[config.mk]
export PLATFORM = sky130hd
export DESIGN_NAME = clock_display_scanner
export DESIGN_NICKNAME = d
export VERILOG_FILES = /design/src/rtl/clock_display_scanner.sv
export SDC_FILE = /design/constraint.sdc
export NUM_CORES = 1
export LEC_CHECK = 0
export CELL_PAD_IN_SITES_DETAIL_PLACEMENT = 1
export CELL_PAD_IN_SITES_GLOBAL_PLACEMENT = 1
export CORE_MARGIN = 1
export CORE_UTILIZATION = 35
export CTS_CLUSTER_DIAMETER = 200
export CTS_CLUSTER_SIZE = 12
export DETAILED_ROUTE_END_ITERATION = 12
export PLACE_DENSITY = 0.73
export REMOVE_ABC_BUFFERS = 1
export SLEW_MARGIN = 20
export SYNTH_ARGS = -nofsm -noshare
export SYNTH_HDL_FRONTEND = slang
export SYNTH_SLANG_ARGS = --single-unit
[constraint.sdc]
create_clock -name clk -period 2.55 [get_ports clk]
set_input_delay 0.765 -clock clk [delete_from_list [all_inputs] [get_ports clk]]
set_output_delay 0.765 -clock clk [all_outputs]
set_load 0.05 [all_outputs]
[src/rtl/clock_display_scanner.sv]
// -----------------------------------------------------------------------------
// clock_display_scanner
//
// Drives a 6-digit common-anode 7-segment display from the clock core's BCD
// time buses. One digit is enabled at a time for SCAN_DIV cycles. The time is
// captured once per frame so that a rollover in the middle of a scan cannot
// show a torn value.
//
// Parameters
//   SCAN_DIV   cycles each digit stays enabled (>= 2)
//   BLINK_DIV  cycles per blink half-period   (>= 2)
//
// Ports
//   clk         system clock
//   rst         synchronous reset, active low
//   hour        BCD hours   {tens, ones}
//   minute      BCD minutes {tens, ones}
//   second      BCD seconds {tens, ones}
//   mode        0 idle, 1 clock, 2 stopwatch, 3 timer
//   ring        alarm/timer ringing, blinks the whole display
//   led         alarm-armed indicator, shown on the dp of digit 0
//   an          digit enables, active low, bit 0 = seconds ones
//   seg         segments {g,f,e,d,c,b,a}, active low
//   dp          decimal point, active low
//   frame_tick  one-cycle pulse after the last cycle of digit 5
//   bcd_err     sticky flag: an invalid BCD nibble was captured
// -----------------------------------------------------------------------------
module clock_display_scanner #(
   parameter int SCAN_DIV  = 4,
   parameter int BLINK_DIV = 64
) (
   input  logic       clk,
   input  logic       rst,
   input  logic [7:0] hour,
   input  logic [7:0] minute,
   input  logic [7:0] second,
   input  logic [1:0] mode,
   input  logic       ring,
   input  logic       led,
   output logic [5:0] an,
   output logic [6:0] seg,
   output logic       dp,
   output logic       frame_tick,
   output logic       bcd_err
);

   localparam int SCAN_W  = (SCAN_DIV  > 1) ? $clog2(SCAN_DIV)  : 1;
   localparam int BLINK_W = (BLINK_DIV > 1) ? $clog2(BLINK_DIV) : 1;

   localparam logic [SCAN_W-1:0]  SCAN_LAST  = SCAN_W'(SCAN_DIV - 1);
   localparam logic [BLINK_W-1:0] BLINK_LAST = BLINK_W'(BLINK_DIV - 1);

   localparam logic [1:0] MODE_IDLE  = 2'd0;
   localparam logic [1:0] MODE_CLOCK = 2'd1;

   localparam logic [2:0] DIGIT_FIRST = 3'd0;
   localparam logic [2:0] DIGIT_LAST  = 3'd5;

   localparam logic [6:0] SEG_OFF = 7'h7F;

   // ---------------------------------------------------------------------------
   // State
   // ---------------------------------------------------------------------------
   logic [SCAN_W-1:0]  scan_cnt;
   logic [2:0]         digit;
   logic [BLINK_W-1:0] blink_cnt;
   logic               blink_on;
   logic [7:0]         snap_hour;
   logic [7:0]         snap_minute;
   logic [7:0]         snap_second;

   // ---------------------------------------------------------------------------
   // Helpers
   // ---------------------------------------------------------------------------
   function automatic logic [6:0] seg_decode(input logic [3:0] nib);
      logic [6:0] s;
      case (nib)
         4'd0:    s = 7'b1000000;
         4'd1:    s = 7'b1111001;
         4'd2:    s = 7'b0100100;
         4'd3:    s = 7'b0110000;
         4'd4:    s = 7'b0011001;
         4'd5:    s = 7'b0010010;
         4'd6:    s = 7'b0000010;
         4'd7:    s = 7'b1111000;
         4'd8:    s = 7'b0000000;
         4'd9:    s = 7'b0010000;
         default: s = SEG_OFF;
      endcase
      return s;
   endfunction

   function automatic logic byte_bad(input logic [7:0] v);
      return (v[3:0] > 4'd9) || (v[7:4] > 4'd9);
   endfunction

   // ---------------------------------------------------------------------------
   // Frame values
   // ---------------------------------------------------------------------------
   logic       snap_now;
   logic       scan_wrap;
   logic       blink_wrap;
   logic [7:0] frame_hour;
   logic [7:0] frame_minute;
   logic [7:0] frame_second;
   logic       capture_err;

   assign snap_now   = (scan_cnt == '0) && (digit == DIGIT_FIRST);
   assign scan_wrap  = (scan_cnt == SCAN_LAST);
   assign blink_wrap = (blink_cnt == BLINK_LAST);

   // The digit-0 output is registered on the same edge that loads the
   // snapshot, so the incoming time is bypassed to keep the whole frame
   // on one coherent capture.
   assign frame_hour   = snap_now ? hour   : snap_hour;
   assign frame_minute = snap_now ? minute : snap_minute;
   assign frame_second = snap_now ? second : snap_second;

   assign capture_err = byte_bad(hour) || byte_bad(minute) || byte_bad(second);

   // ---------------------------------------------------------------------------
   // Next output values, derived from the current digit
   // ---------------------------------------------------------------------------
   logic [3:0] cur_nibble;
   logic       blank;
   logic       zero_blank;
   logic [5:0] an_next;
   logic [6:0] seg_next;
   logic       dp_next;
   logic       frame_end;

   always_comb begin
      cur_nibble = 4'd0;
      case (digit)
         3'd0:    cur_nibble = frame_second[3:0];
         3'd1:    cur_nibble = frame_second[7:4];
         3'd2:    cur_nibble = frame_minute[3:0];
         3'd3:    cur_nibble = frame_minute[7:4];
         3'd4:    cur_nibble = frame_hour[3:0];
         3'd5:    cur_nibble = frame_hour[7:4];
         default: cur_nibble = 4'd0;
      endcase
   end

   // Idle mode blanks everything; otherwise ringing blanks the off half of
   // the blink period and overrides every other display rule.
   assign blank = (mode == MODE_IDLE) || (ring && !blink_on);

   assign zero_blank = (mode == MODE_CLOCK) && (digit == DIGIT_LAST) &&
                       (frame_hour[7:4] == 4'd0);

   always_comb begin
      an_next  = '1;
      seg_next = SEG_OFF;
      dp_next  = 1'b1;
      if (!blank) begin
         an_next  = ~(6'b000001 << digit);
         seg_next = zero_blank ? SEG_OFF : seg_decode(cur_nibble);
         case (digit)
            3'd0:       dp_next = ~led;
            3'd2, 3'd4: dp_next = (mode == MODE_CLOCK) ? ~blink_on : 1'b0;
            default:    dp_next = 1'b1;
         endcase
      end
   end

   assign frame_end = (digit == DIGIT_LAST) && scan_wrap;

   // ---------------------------------------------------------------------------
   // Sequential logic
   // ---------------------------------------------------------------------------
   always_ff @(posedge clk) begin
      if (!rst) begin
         scan_cnt    <= '0;
         digit       <= DIGIT_FIRST;
         blink_cnt   <= '0;
         blink_on    <= 1'b1;
         snap_hour   <= '0;
         snap_minute <= '0;
         snap_second <= '0;
         an          <= '1;
         seg         <= SEG_OFF;
         dp          <= 1'b1;
         frame_tick  <= 1'b0;
         bcd_err     <= 1'b0;
      end else begin
         // digit scan
         if (scan_wrap) begin
            scan_cnt <= '0;
            digit    <= (digit == DIGIT_LAST) ? DIGIT_FIRST : digit + 3'd1;
         end else begin
            scan_cnt <= scan_cnt + 1'b1;
         end

         // blink timebase, free-running
         if (blink_wrap) begin
            blink_cnt <= '0;
            blink_on  <= ~blink_on;
         end else begin
            blink_cnt <= blink_cnt + 1'b1;
         end

         // once-per-frame capture
         if (snap_now) begin
            snap_hour   <= hour;
            snap_minute <= minute;
            snap_second <= second;
            if (capture_err)
               bcd_err <= 1'b1;
         end

         an         <= an_next;
         seg        <= seg_next;
         dp         <= dp_next;
         frame_tick <= frame_end;
      end
   end

endmodule

==> results.md <==
- Drt total wl: 5900 µm
- Layout area overhead: 32.8%
- H-tree depth: 2
- Wire length of the first global-routing pass: roughly 9800 µm
- Final Non-Filler Cells: 410
- Antenna-violating nets left: 0
- Post-Route Skew: between 3 and 4 ps
- Chip height: ~85 µm
- Core Area: roughly 0.0065 mm²
- Detailed placer's ending HPWL: between 4000 and 5000 µm
- Clock latency on the worst-skew pair: ~310 ps
- Mapped cell area: around 0.0024 mm²
- Synth top area share: between 40 and 50%
- Largest net degree at the start of global routing: 37
- Worst VDD drop: ~0.00022 V
- Hold Path Class: register to register
- Yosys cell types: 44
- Max frequency: 405 MHz
- Main synth FF type: dfxtp_1
- Final worst slack: 79.5 ps
- Fillers: about 760
- Layout Nets: around 370
- Post-synth EDFFs: 0
- PortBufs: between 40 and 50
- Number of max-cap violations: 0
- R2R setup slack: 80 ps
- Clock Tree Buf Depth: 2
- Via density per instance: around 5.0
- Layout cells sized above 1: 14.4%
- Die Area: between 0.007 and 0.008 mm²
- Util after Layout: 49.3%
- DR pass1 iterations: 4
- Crit path max fanout: 3
- Crit share post-route: between 90% and 100%
- Synth Warn #: 0
- Top post-synthesis cells by count: nand2_1 (56), dfxtp_1 (52), a21boi_0 (22)
- RePlAce Congestion: between 0.7 and 0.8
- Row Count: 29
- # clock sinks: 52
- Mapped Cells: ~270
- Initial Util: between 30% and 40%
- Top Ports: 46
- Die W: about 85 µm
- Critical R2R Capture: seg[4]
- Initial antenna violation count: 0
- GRT met1 Usage: a little over a fifth
- Clock Root Buffer: clkbuf_8
- Outcome: finished, final reports clean
- # setup viols final: 0
- Avg Cell Area, Syn: slightly below 9 µm²
- CP Capture Type: register
- Synth top area cells: dfxtp_1 (43%), nand2_1 (8.7%), a21boi_0 (6.8%)
- PD cells: roughly 650 mW/mm²
- Total GRT Usage: 17.3%
- Max-slew headroom at the worst pin: between 60% and 70%
- Reg2reg start: scan_cnt[0]
- Async SR Flop Fraction: 0%
- Routed len/inst: approximately 14 µm
- Worst hold slack: around 430 ps
- Worst Path Required: 2750 ps
- CP Launch Point: scan_cnt[0]
- #FFs+latches synth: between 50 and 60
- Capture point of the critical path: seg[4]
- Dpl ws: -229 ps
- Post-route DRC: 0
- Sequential area share after synthesis: ~43%
- Min-Delay Startpoint: scan_cnt[0]
- Worst-path clk slew: 90 ps
- Hold path cells: 1
- Grt ovf: 0
- Gr busiest metal: met2
- Endpoint arrival time on the critical path: ~2700 ps
- R2R depth: 10
- Crit start category: register
- CTS tree: done
- Worst Tran Pin Value: 537 ps
- RSZ-0062 raised after global routing: yes
- Ant diodes: 0
- Met3 Usage GRT: ~3.2%
- Pins Over Slew Limit: 0
- Leakage Power: between 1 and 1.5 nW
- CTS buffer count: 5
- Vias: ~2100
- Met2 GRT Util: between 30% and 40%
- Setup CP Type: register to register
- Final hold viol count: 0
- Leading area contributor after synthesis: dfxtp_1
- Vias in the first global route: between 2000 and 2500
- Period minus WS final: ~2500 ps
- Initial DRC count: 62
- Placed Instances: 400
- Count leader, synth: nand2_1
worst min-delay path by stage:
stage	slack, ps	endpoint
2_1_floorplan	410	blink_cnt[0]
3_3_place_gp	430	blink_cnt[0]
3_5_place_dp	450	blink_cnt[0]
4_1_cts	470	blink_cnt[0]
5_1_grt	440	scan_cnt[0]
6_report	430	scan_cnt[0]
logic make-up after synthesis:
logic type	after synthesis	share of synthesized area (%)
simple gates	114	24.3
compound gates	54	15.2
flops	52	43.1
buf+inv	25	4.56
mux	14	5.96
fa+ha+maj	9	4.67
xor+xnor	6	2.18
critical path, stage by stage (launching register included):
cell and delay (ps):
dfxtp_2 340, inv_1 50, ha_2 180, nor4b_4 320, mux2_4 360, a221oi_4 270, nor2_2 70, inv_1 100
ha_2 190, nand2_1 60, a2111o_1 410
stage by stage:
step / cell area, µm² / power, mW / setup TNS (ps)
global placement: 3050 / 1.56 / -590
detailed placement: 3050 / 1.58 / -1060
global route: 3200 / 2.21 / -26.3
floorplan: 2330 / 1.31 / -4770
CTS: 3150 / 2.07 / 0
finish: 3200 / 2.09 / 0
routing by layer:
layer,wire [µm],vias up
met5,0,-
met3,129,6
li1,-,1044
met2,2900,35
met4,82,0
met1,2780,965
layout make-up:
class | instances | area [µm²] | area share (%)
clock buffer | 6 | 82.6 | 2.58
tap | 77 | 96.3 | 3.01
timing repair buffer | 69 | 631 | 19.7
multi-input combinational | 197 | 1320 | 41.0
clock inverter | 2 | 10.0 | 0.312
inverter | 7 | 26.3 | 0.820
sequential | 52 | 1040 | 32.6
power by group:
group	total (mW)	switching [mW]	internal [mW]
clock	0.495	0.278	0.217
sequential	0.933	0.0378	0.895
combinational	0.659	0.364	0.295
sequential cells by signal, indices dropped and copies added (netlist names):
register     count
bcd_err          1
digit            3
scan_cnt         2
snap_hour        8
an               6
blink_on         1
snap_minute      8
frame_tick       1
snap_second      8
dp               1
blink_cnt        6
seg              7
layout by cell type, fill, tap and decap left out, types with 8 or more instances in the layout:
master           Yosys  routed
nand2_1             56      56
buf_4                2      24
clkdlybuf4s50_1      0      45
and2_1               9       9
nor2_1              11      10
dfxtp_1             52      50
mux2i_1             11      11
a21boi_0            22      22
o21ai_0             11      11
nand3_1              8       8
timing repair:
item | in CTS | in global routing
setup buffers | 0 | 2
endpoints found under the setup margin | 2 | 7
pin swaps | 0 | 4
hold buffers | 0 | 0
gates resized for setup | 1 | 11
(Power assumes the default switching activity.)
